`src/rtl/host_mem_bridge_if.sv`:
```
// Request/response bus between the UART host controller and host_mem_bridge,
// bundled with the bridge's on-chip memory port.
interface host_mem_bridge_if #(
   parameter int unsigned AW = 16,
   parameter int unsigned DW = 16
);
   logic [AW-1:0] address;
   logic          wvalid;
   logic [DW-1:0] wdata;
   logic          wready;
   logic          rvalid;
   logic          rready;
   logic          rrvalid;
   logic [DW-1:0] rdata;
   logic          mem_req;
   logic          mem_we;
   logic [AW-1:0] mem_addr;
   logic [DW-1:0] mem_wdata;
   logic          mem_gnt;
   logic [DW-1:0] mem_rdata;

   // Handshake: a request is taken on the edge where wvalid&wready (or
   // rvalid&rready) is high; requesters hold valid and payload until then.
   modport slave (
      input  address, wvalid, wdata, rvalid, mem_gnt, mem_rdata,
      output wready, rready, rrvalid, rdata, mem_req, mem_we, mem_addr, mem_wdata
   );

   modport master (
      output address, wvalid, wdata, rvalid, mem_gnt, mem_rdata,
      input  wready, rready, rrvalid, rdata, mem_req, mem_we, mem_addr, mem_wdata
   );
endinterface

```
`src/rtl/host_mem_bridge.sv`:
```
// Bus slave for the UART host: routes each access to a fixed-latency memory
// port or to a four-entry CSR page, with a grant timeout on the memory side.
module host_mem_bridge #(
   parameter int unsigned ADDR_BYTE   = 2,
   parameter int unsigned DATA_BYTE   = 2,
   parameter int unsigned MEM_LATENCY = 2,
   parameter int unsigned TIMEOUT     = 255,
   parameter int unsigned ID_VALUE    = 32'h0000A5C3
) (
   input  logic             clk,
   input  logic             rst_n,
   host_mem_bridge_if.slave bus,
   output logic [1:0]       state_dbg_o
);
   localparam int unsigned   AW     = 8 * ADDR_BYTE;
   localparam int unsigned   DW     = 8 * DATA_BYTE;
   localparam logic [7:0]    TO_LIM = 8'(TIMEOUT);
   localparam logic [2:0]    LAT    = 3'(MEM_LATENCY);
   localparam logic [DW-1:0] ID_W   = DW'(ID_VALUE);

   typedef enum logic [1:0] {IDLE, REQ, RWAIT, RESP} state_e;

   state_e        state_q, state_d;
   logic [AW-1:0] addr_q, addr_d;
   logic [DW-1:0] wdata_q, wdata_d;
   logic          we_q, we_d;
   logic [7:0]    tcnt_q, tcnt_d;
   logic [2:0]    lcnt_q, lcnt_d;
   logic [DW-1:0] resp_q, resp_d;
   logic [DW-1:0] scratch_q, scratch_d;
   logic [DW-1:0] err_q, err_d;
   logic          to_q, to_d;

   logic          csr_hit;
   logic [DW-1:0] csr_rdata;

   assign csr_hit = (addr_q[AW-1 -: 4] == 4'hF);

   always_comb begin
      csr_rdata = '0;
      case (addr_q[1:0])
         2'd0:    csr_rdata = ID_W;
         2'd1:    csr_rdata = scratch_q;
         2'd2:    csr_rdata = err_q;
         default: csr_rdata = DW'({(state_q != IDLE), to_q});
      endcase
   end

   always_comb begin
      state_d   = state_q;
      addr_d    = addr_q;
      wdata_d   = wdata_q;
      we_d      = we_q;
      tcnt_d    = tcnt_q;
      lcnt_d    = lcnt_q;
      resp_d    = resp_q;
      scratch_d = scratch_q;
      err_d     = err_q;
      to_d      = to_q;
      case (state_q)
         IDLE: begin
            if (bus.wvalid || bus.rvalid) begin
               addr_d  = bus.address;
               wdata_d = bus.wdata;
               we_d    = bus.wvalid;
               tcnt_d  = '0;
               state_d = REQ;
            end
         end
         REQ: begin
            if (csr_hit) begin
               if (we_q) begin
                  if (addr_q[1:0] == 2'd1) scratch_d = wdata_q;
                  state_d = IDLE;
               end else begin
                  resp_d  = csr_rdata;
                  state_d = RESP;
               end
            end else if (tcnt_q == TO_LIM) begin
               // mem_req is already low in this cycle, so a late grant cannot race the abort
               if (err_q != '1) err_d = err_q + DW'(1);
               to_d = 1'b1;
               if (we_q) begin
                  state_d = IDLE;
               end else begin
                  resp_d  = '1;
                  state_d = RESP;
               end
            end else if (bus.mem_gnt) begin
               if (we_q) begin
                  to_d    = 1'b0;
                  state_d = IDLE;
               end else begin
                  lcnt_d  = LAT;
                  state_d = RWAIT;
               end
            end else begin
               tcnt_d = tcnt_q + 8'd1;
            end
         end
         RWAIT: begin
            if (lcnt_q == 3'd1) begin
               resp_d  = bus.mem_rdata;
               to_d    = 1'b0;
               state_d = RESP;
            end else begin
               lcnt_d = lcnt_q - 3'd1;
            end
         end
         RESP:    state_d = IDLE;
         default: state_d = IDLE;
      endcase
   end

   always_ff @(posedge clk) begin
      if (!rst_n) begin
         state_q   <= IDLE;
         addr_q    <= '0;
         wdata_q   <= '0;
         we_q      <= 1'b0;
         tcnt_q    <= '0;
         lcnt_q    <= '0;
         resp_q    <= '0;
         scratch_q <= '0;
         err_q     <= '0;
         to_q      <= 1'b0;
      end else begin
         state_q   <= state_d;
         addr_q    <= addr_d;
         wdata_q   <= wdata_d;
         we_q      <= we_d;
         tcnt_q    <= tcnt_d;
         lcnt_q    <= lcnt_d;
         resp_q    <= resp_d;
         scratch_q <= scratch_d;
         err_q     <= err_d;
         to_q      <= to_d;
      end
   end

   assign bus.wready    = (state_q == IDLE);
   assign bus.rready    = (state_q == IDLE) && !bus.wvalid;
   assign bus.rrvalid   = (state_q == RESP);
   assign bus.rdata     = resp_q;
   assign bus.mem_req   = (state_q == REQ) && !csr_hit && (tcnt_q != TO_LIM);
   assign bus.mem_we    = we_q;
   assign bus.mem_addr  = addr_q;
   assign bus.mem_wdata = wdata_q;
   assign state_dbg_o   = state_q;
endmodule

```
`src/flat_wrapper.sv`:
```
// flat-port wrapper written by rule: the top's interface ports become plain ports
module host_mem_bridge_flat 
#(
   parameter int unsigned ADDR_BYTE   = 2,
   parameter int unsigned DATA_BYTE   = 2,
   parameter int unsigned MEM_LATENCY = 2,
   parameter int unsigned TIMEOUT     = 255,
   parameter int unsigned ID_VALUE    = 32'h0000A5C3
)
  (clk, rst_n, state_dbg_o, bus_address, bus_wvalid, bus_wdata, bus_rvalid, bus_mem_gnt, bus_mem_rdata, bus_wready, bus_rready, bus_rrvalid, bus_rdata, bus_mem_req, bus_mem_we, bus_mem_addr, bus_mem_wdata);
  host_mem_bridge_if #(.AW(16), .DW(16)) bus_i ();
  input  logic clk;
  input  logic rst_n;
  output logic [1:0] state_dbg_o;
  input wire logic [$bits(bus_i.address)-1:0] bus_address;
  input wire logic [$bits(bus_i.wvalid)-1:0] bus_wvalid;
  input wire logic [$bits(bus_i.wdata)-1:0] bus_wdata;
  input wire logic [$bits(bus_i.rvalid)-1:0] bus_rvalid;
  input wire logic [$bits(bus_i.mem_gnt)-1:0] bus_mem_gnt;
  input wire logic [$bits(bus_i.mem_rdata)-1:0] bus_mem_rdata;
  output wire logic [$bits(bus_i.wready)-1:0] bus_wready;
  output wire logic [$bits(bus_i.rready)-1:0] bus_rready;
  output wire logic [$bits(bus_i.rrvalid)-1:0] bus_rrvalid;
  output wire logic [$bits(bus_i.rdata)-1:0] bus_rdata;
  output wire logic [$bits(bus_i.mem_req)-1:0] bus_mem_req;
  output wire logic [$bits(bus_i.mem_we)-1:0] bus_mem_we;
  output wire logic [$bits(bus_i.mem_addr)-1:0] bus_mem_addr;
  output wire logic [$bits(bus_i.mem_wdata)-1:0] bus_mem_wdata;
  assign bus_i.address = bus_address;
  assign bus_i.wvalid = bus_wvalid;
  assign bus_i.wdata = bus_wdata;
  assign bus_i.rvalid = bus_rvalid;
  assign bus_i.mem_gnt = bus_mem_gnt;
  assign bus_i.mem_rdata = bus_mem_rdata;
  assign bus_wready = bus_i.wready;
  assign bus_rready = bus_i.rready;
  assign bus_rrvalid = bus_i.rrvalid;
  assign bus_rdata = bus_i.rdata;
  assign bus_mem_req = bus_i.mem_req;
  assign bus_mem_we = bus_i.mem_we;
  assign bus_mem_addr = bus_i.mem_addr;
  assign bus_mem_wdata = bus_i.mem_wdata;
  host_mem_bridge #(.ADDR_BYTE(ADDR_BYTE), .DATA_BYTE(DATA_BYTE), .MEM_LATENCY(MEM_LATENCY), .TIMEOUT(TIMEOUT), .ID_VALUE(ID_VALUE)) u_core (.clk(clk), .rst_n(rst_n), .bus(bus_i), .state_dbg_o(state_dbg_o));
endmodule
```
`config.mk`:
```
export PLATFORM = sky130hd
export DESIGN_NAME = host_mem_bridge_flat
export DESIGN_NICKNAME = d
export VERILOG_FILES = /design/src/rtl/host_mem_bridge_if.sv /design/src/rtl/host_mem_bridge.sv /design/src/flat_wrapper.sv
export SDC_FILE = /design/constraint.sdc
export NUM_CORES = 1
export LEC_CHECK = 0
export CORE_MARGIN = 2
export CORE_UTILIZATION = 53
export DETAILED_ROUTE_END_ITERATION = 7
export GPL_ROUTABILITY_DRIVEN = 0
export PLACE_DENSITY = 0.95
export SYNTH_ARGS = -nofsm -noshare
export SYNTH_HDL_FRONTEND = slang
export SYNTH_SLANG_ARGS = --single-unit
```
`constraint.sdc`:
```
create_clock -name clk -period 3.5 [get_ports clk]
set_input_delay 0.35 -clock clk [delete_from_list [all_inputs] [get_ports clk]]
set_output_delay 0.35 -clock clk [all_outputs]
set_load 0.005 [all_outputs]
```
==> results.md <==
* Status: finished, final reports clean
* Count leader, synth: nand2_1
* Slew @ Worst Pin at 1.12 ns
* WS Path Type: register to register
* N_diodes at 0
* H-tree Lvls at 3
* Synth area leader: dfxtp_1
* FF-to-FF path depth at 7
* Final Hold Fails at 0
* Worst vdd ir at 305 uV
* Hold Path Depth at 2
* Relative slew slack at 25.4%
* Crit path cell chain: inv_1 > ha_1 > and3_1 > nand4_1 > a41oi_1 > nand4_1 > mux2i_1
* Max-cap viol count at 0
* DRC Markers at 0
* Hold path start: u_core.bus.rdata[12]$_SDFFE_PN0P_
* P_leak at 2.05 nW
* Initial antenna violation count at 0
* Crit path largest cell delay at 0.64 ns
* Cell mode on critical path: nand4_1
* DP Worst Slack at 0.938 ns
* Worst Setup Slack, final at 0.833 ns
* Worst setup EP type: register
* PortBufs at 107
* Cell Pwr Density at 521 nW/um^2
* Final ANT Viol Nets at 0
* CTS resizes at 0
* CP Data Required Time at 3.76 ns
* GRT Total Usage at 26.4%
* Core Region at 8180 sq um
* Mapped Cells at 567
* Cell Rows at 33
* Unrepaired setup endpoints after global routing: false
* Vias per cell at 5.80
* Boundary Pins at 108
* Synth top area share at 42.8%
* Final period util at 76.2%
* CTS tree: built
* Grt ovf at 0
* R2r endpoint: u_core.err_q[5]$_SDFFE_PN0P_
* Distinct cells, synth at 52
* Iteration-0 DRC Markers at 373
* Total power at 2.98 mW
* Full die area at 9120 sq um
* Share of cells above drive strength 1 at 5.47%
* Vias at 4,427
* Final setup violation count at 0
* Clock Latency Late Sink at 0.37 ns
* Die H at 95.5 microns
* Die width at 95.5 microns
* TNS Setup at 0 ns
* Slew Limit Fails at 0
* Top cells by count, synth: nand2_1 (127), dfxtp_1 (95), a21oi_1 (74), inv_1 (37), clkbuf_1 (27)
* Slowest-stage cell, CP: a41oi_1
* Vias in the first global route at 4,032
* Placed cell areas at 5510 sq um
* Synth area leaders: dfxtp_1 (43%), nand2_1 (11%), a21oi_1 (8.3%), a221o_1 (3.2%), inv_1 (3.1%)
* Number of post-CTS setup repair buffers at 0
* Worst-path clk slew at 0.10 ns
* Wirelength per Cell at 15.5 microns
* Worst EP arrival at 2.93 ns
* Clock Skew at 0.0145 ns
* Post-synth EDFFs at 0
* Crit path launch type: register
* Worst path bufs/invs at 1
* Initial core utilization at 54.3%
* Largest net degree at the start of global routing at 66
* Flops & latches, synth at 95
* Highest clock rate at 375 MHz
* Detailed Place HPWL at 8290 microns
* First-pass DRT Iterations at 6
* Hold WC Path Type: register to register
* Final net count at 714
* Average size of a mapped cell at 7.83 sq um
* Seq/Total Area, Yosys at 42.8%
* Clk buf depth at 2
* WHS at 0.460 ns
* DRT Wirelength at 11,800 microns
* Min Clock Period, post-route at 2.67 ns
* Synth warn at 0
* Final instance area at 5720 sq um
* Ys async rst share at 0%
* Cts hold-fix bufs at 0
* First-pass GRT wire length at 19,100 microns
* Mapped Nets at 628
* Hold endpoint: u_core.bus.rdata[12]$_SDFFE_PN0P_
* Total CTS buffers at 9
* Crit-path leading delay family: simple AND/OR/NAND/NOR gates
* Top FF cell, synth: dfxtp_1
* CTS root buf: clkbuf_8
* Clk sinks at 95
* Post-Syn Area at 4440 sq um
* Worst reg2reg setup slack at 0.83 ns
* Area delta synth->final at 28.8%
* Crit path max fanout at 12
-- layer usage --
metal	wire length, microns	share of wire [%]	track usage [%]	vias to the layer above
met5	0	0	0	-
met4	305	2.6	11.0	0
met3	892	7.5	4.58	29
met2	5750	49	43.1	207
met1	4880	41	34.5	2052
li1	-	-	-	2139
-- worst register-to-register path: cells and delay by family, from the launching register on --
kind,cells,cell delay (ns)
compound gates,1,0.65
fa+ha+maj,1,0.40
simple gates,3,0.89
buf+inv,1,0.13
flops,1,0.36
mux,1,0.15
-- layout by cell type (no fill, tap or decap), types with 11 or more instances in the layout --
| cell type | n |
|---|---|
| nor2_1 | 22 |
| nand4_1 | 11 |
| nand2_1 | 127 |
| inv_1 | 36 |
| clkdlybuf4s50_1 | 107 |
| a21oi_1 | 74 |
| nand3_1 | 12 |
| o21ai_0 | 22 |
| a221o_1 | 14 |
| dfxtp_1 | 95 |
-- layout make-up --
| cell class | count | area [sq um] |
|---|---|---|
| Tap cell | 105 | 131 |
| Fill cell | 585 | 2460 |
| Sequential cell | 95 | 1900 |
| Multi-Input combinational cell | 397 | 2220 |
| Clock inverter | 7 | 83.8 |
| Timing Repair Buffer | 113 | 1120 |
| Inverter | 37 | 139 |
| Clock buffer | 9 | 124 |
-- worst max-delay path by stage --
stage | from | to | slack, ns | cells after the start
after floorplan | register | u_core.lcnt_q[2]$_SDFFE_PN0P_ | 1.47 | 8
after global placement | register | u_core.err_q[5]$_SDFFE_PN0P_ | 1.11 | 7
after detailed placement | register | u_core.err_q[5]$_SDFFE_PN0P_ | 0.94 | 7
after CTS | register | u_core.err_q[5]$_SDFFE_PN0P_ | 0.91 | 7
after global routing | register | u_core.err_q[5]$_SDFFE_PN0P_ | 0.60 | 7
final | register | u_core.err_q[5]$_SDFFE_PN0P_ | 0.83 | 7
-- report_power, final --
part,switching (mW),internal [mW],leakage [nW]
Combinational,0.508,0.435,1.18
Sequential,0.0946,1.19,0.772
Clock,0.411,0.344,0.103
Total,1.01,1.97,2.05
-- sequential cells by signal, summed over array words and instances, names as in the netlist, 3 cells and up, named ones only --
name	cells
u_core.bus.mem_addr	16
u_core.bus.mem_wdata	16
u_core.bus.rdata	16
u_core.err_q	16
u_core.scratch_q	16
u_core.tcnt_q	8
u_core.lcnt_q	3
-- through the flow --
| stage | utilization, % | instances |
|---|---|---|
| global route | 70.0 | 763 |
| CTS | 70.0 | 763 |
| detailed placement | 67.4 | 747 |
| global placement | 67.4 | 747 |
| floorplan | - | 567 |
| finish | 70.0 | 763 |
-- cell families (layout without fill, tap and decap cells) --
logic type / after synthesis / in the layout / synth area share, %
AND/OR/NAND/NOR: 225 / 225 / 23.7
AO/OA/AOI/OAI: 147 / 147 / 20.4
flip-flops: 95 / 95 / 42.8
buffers and inverters: 75 / 166 / 7.22
XOR/XNOR: 10 / 10 / 1.97
adder cells (fa/ha/maj): 8 / 8 / 2.25
multiplexers: 7 / 7 / 1.61
No activity file was read; power rests on OpenSTA's default activity.
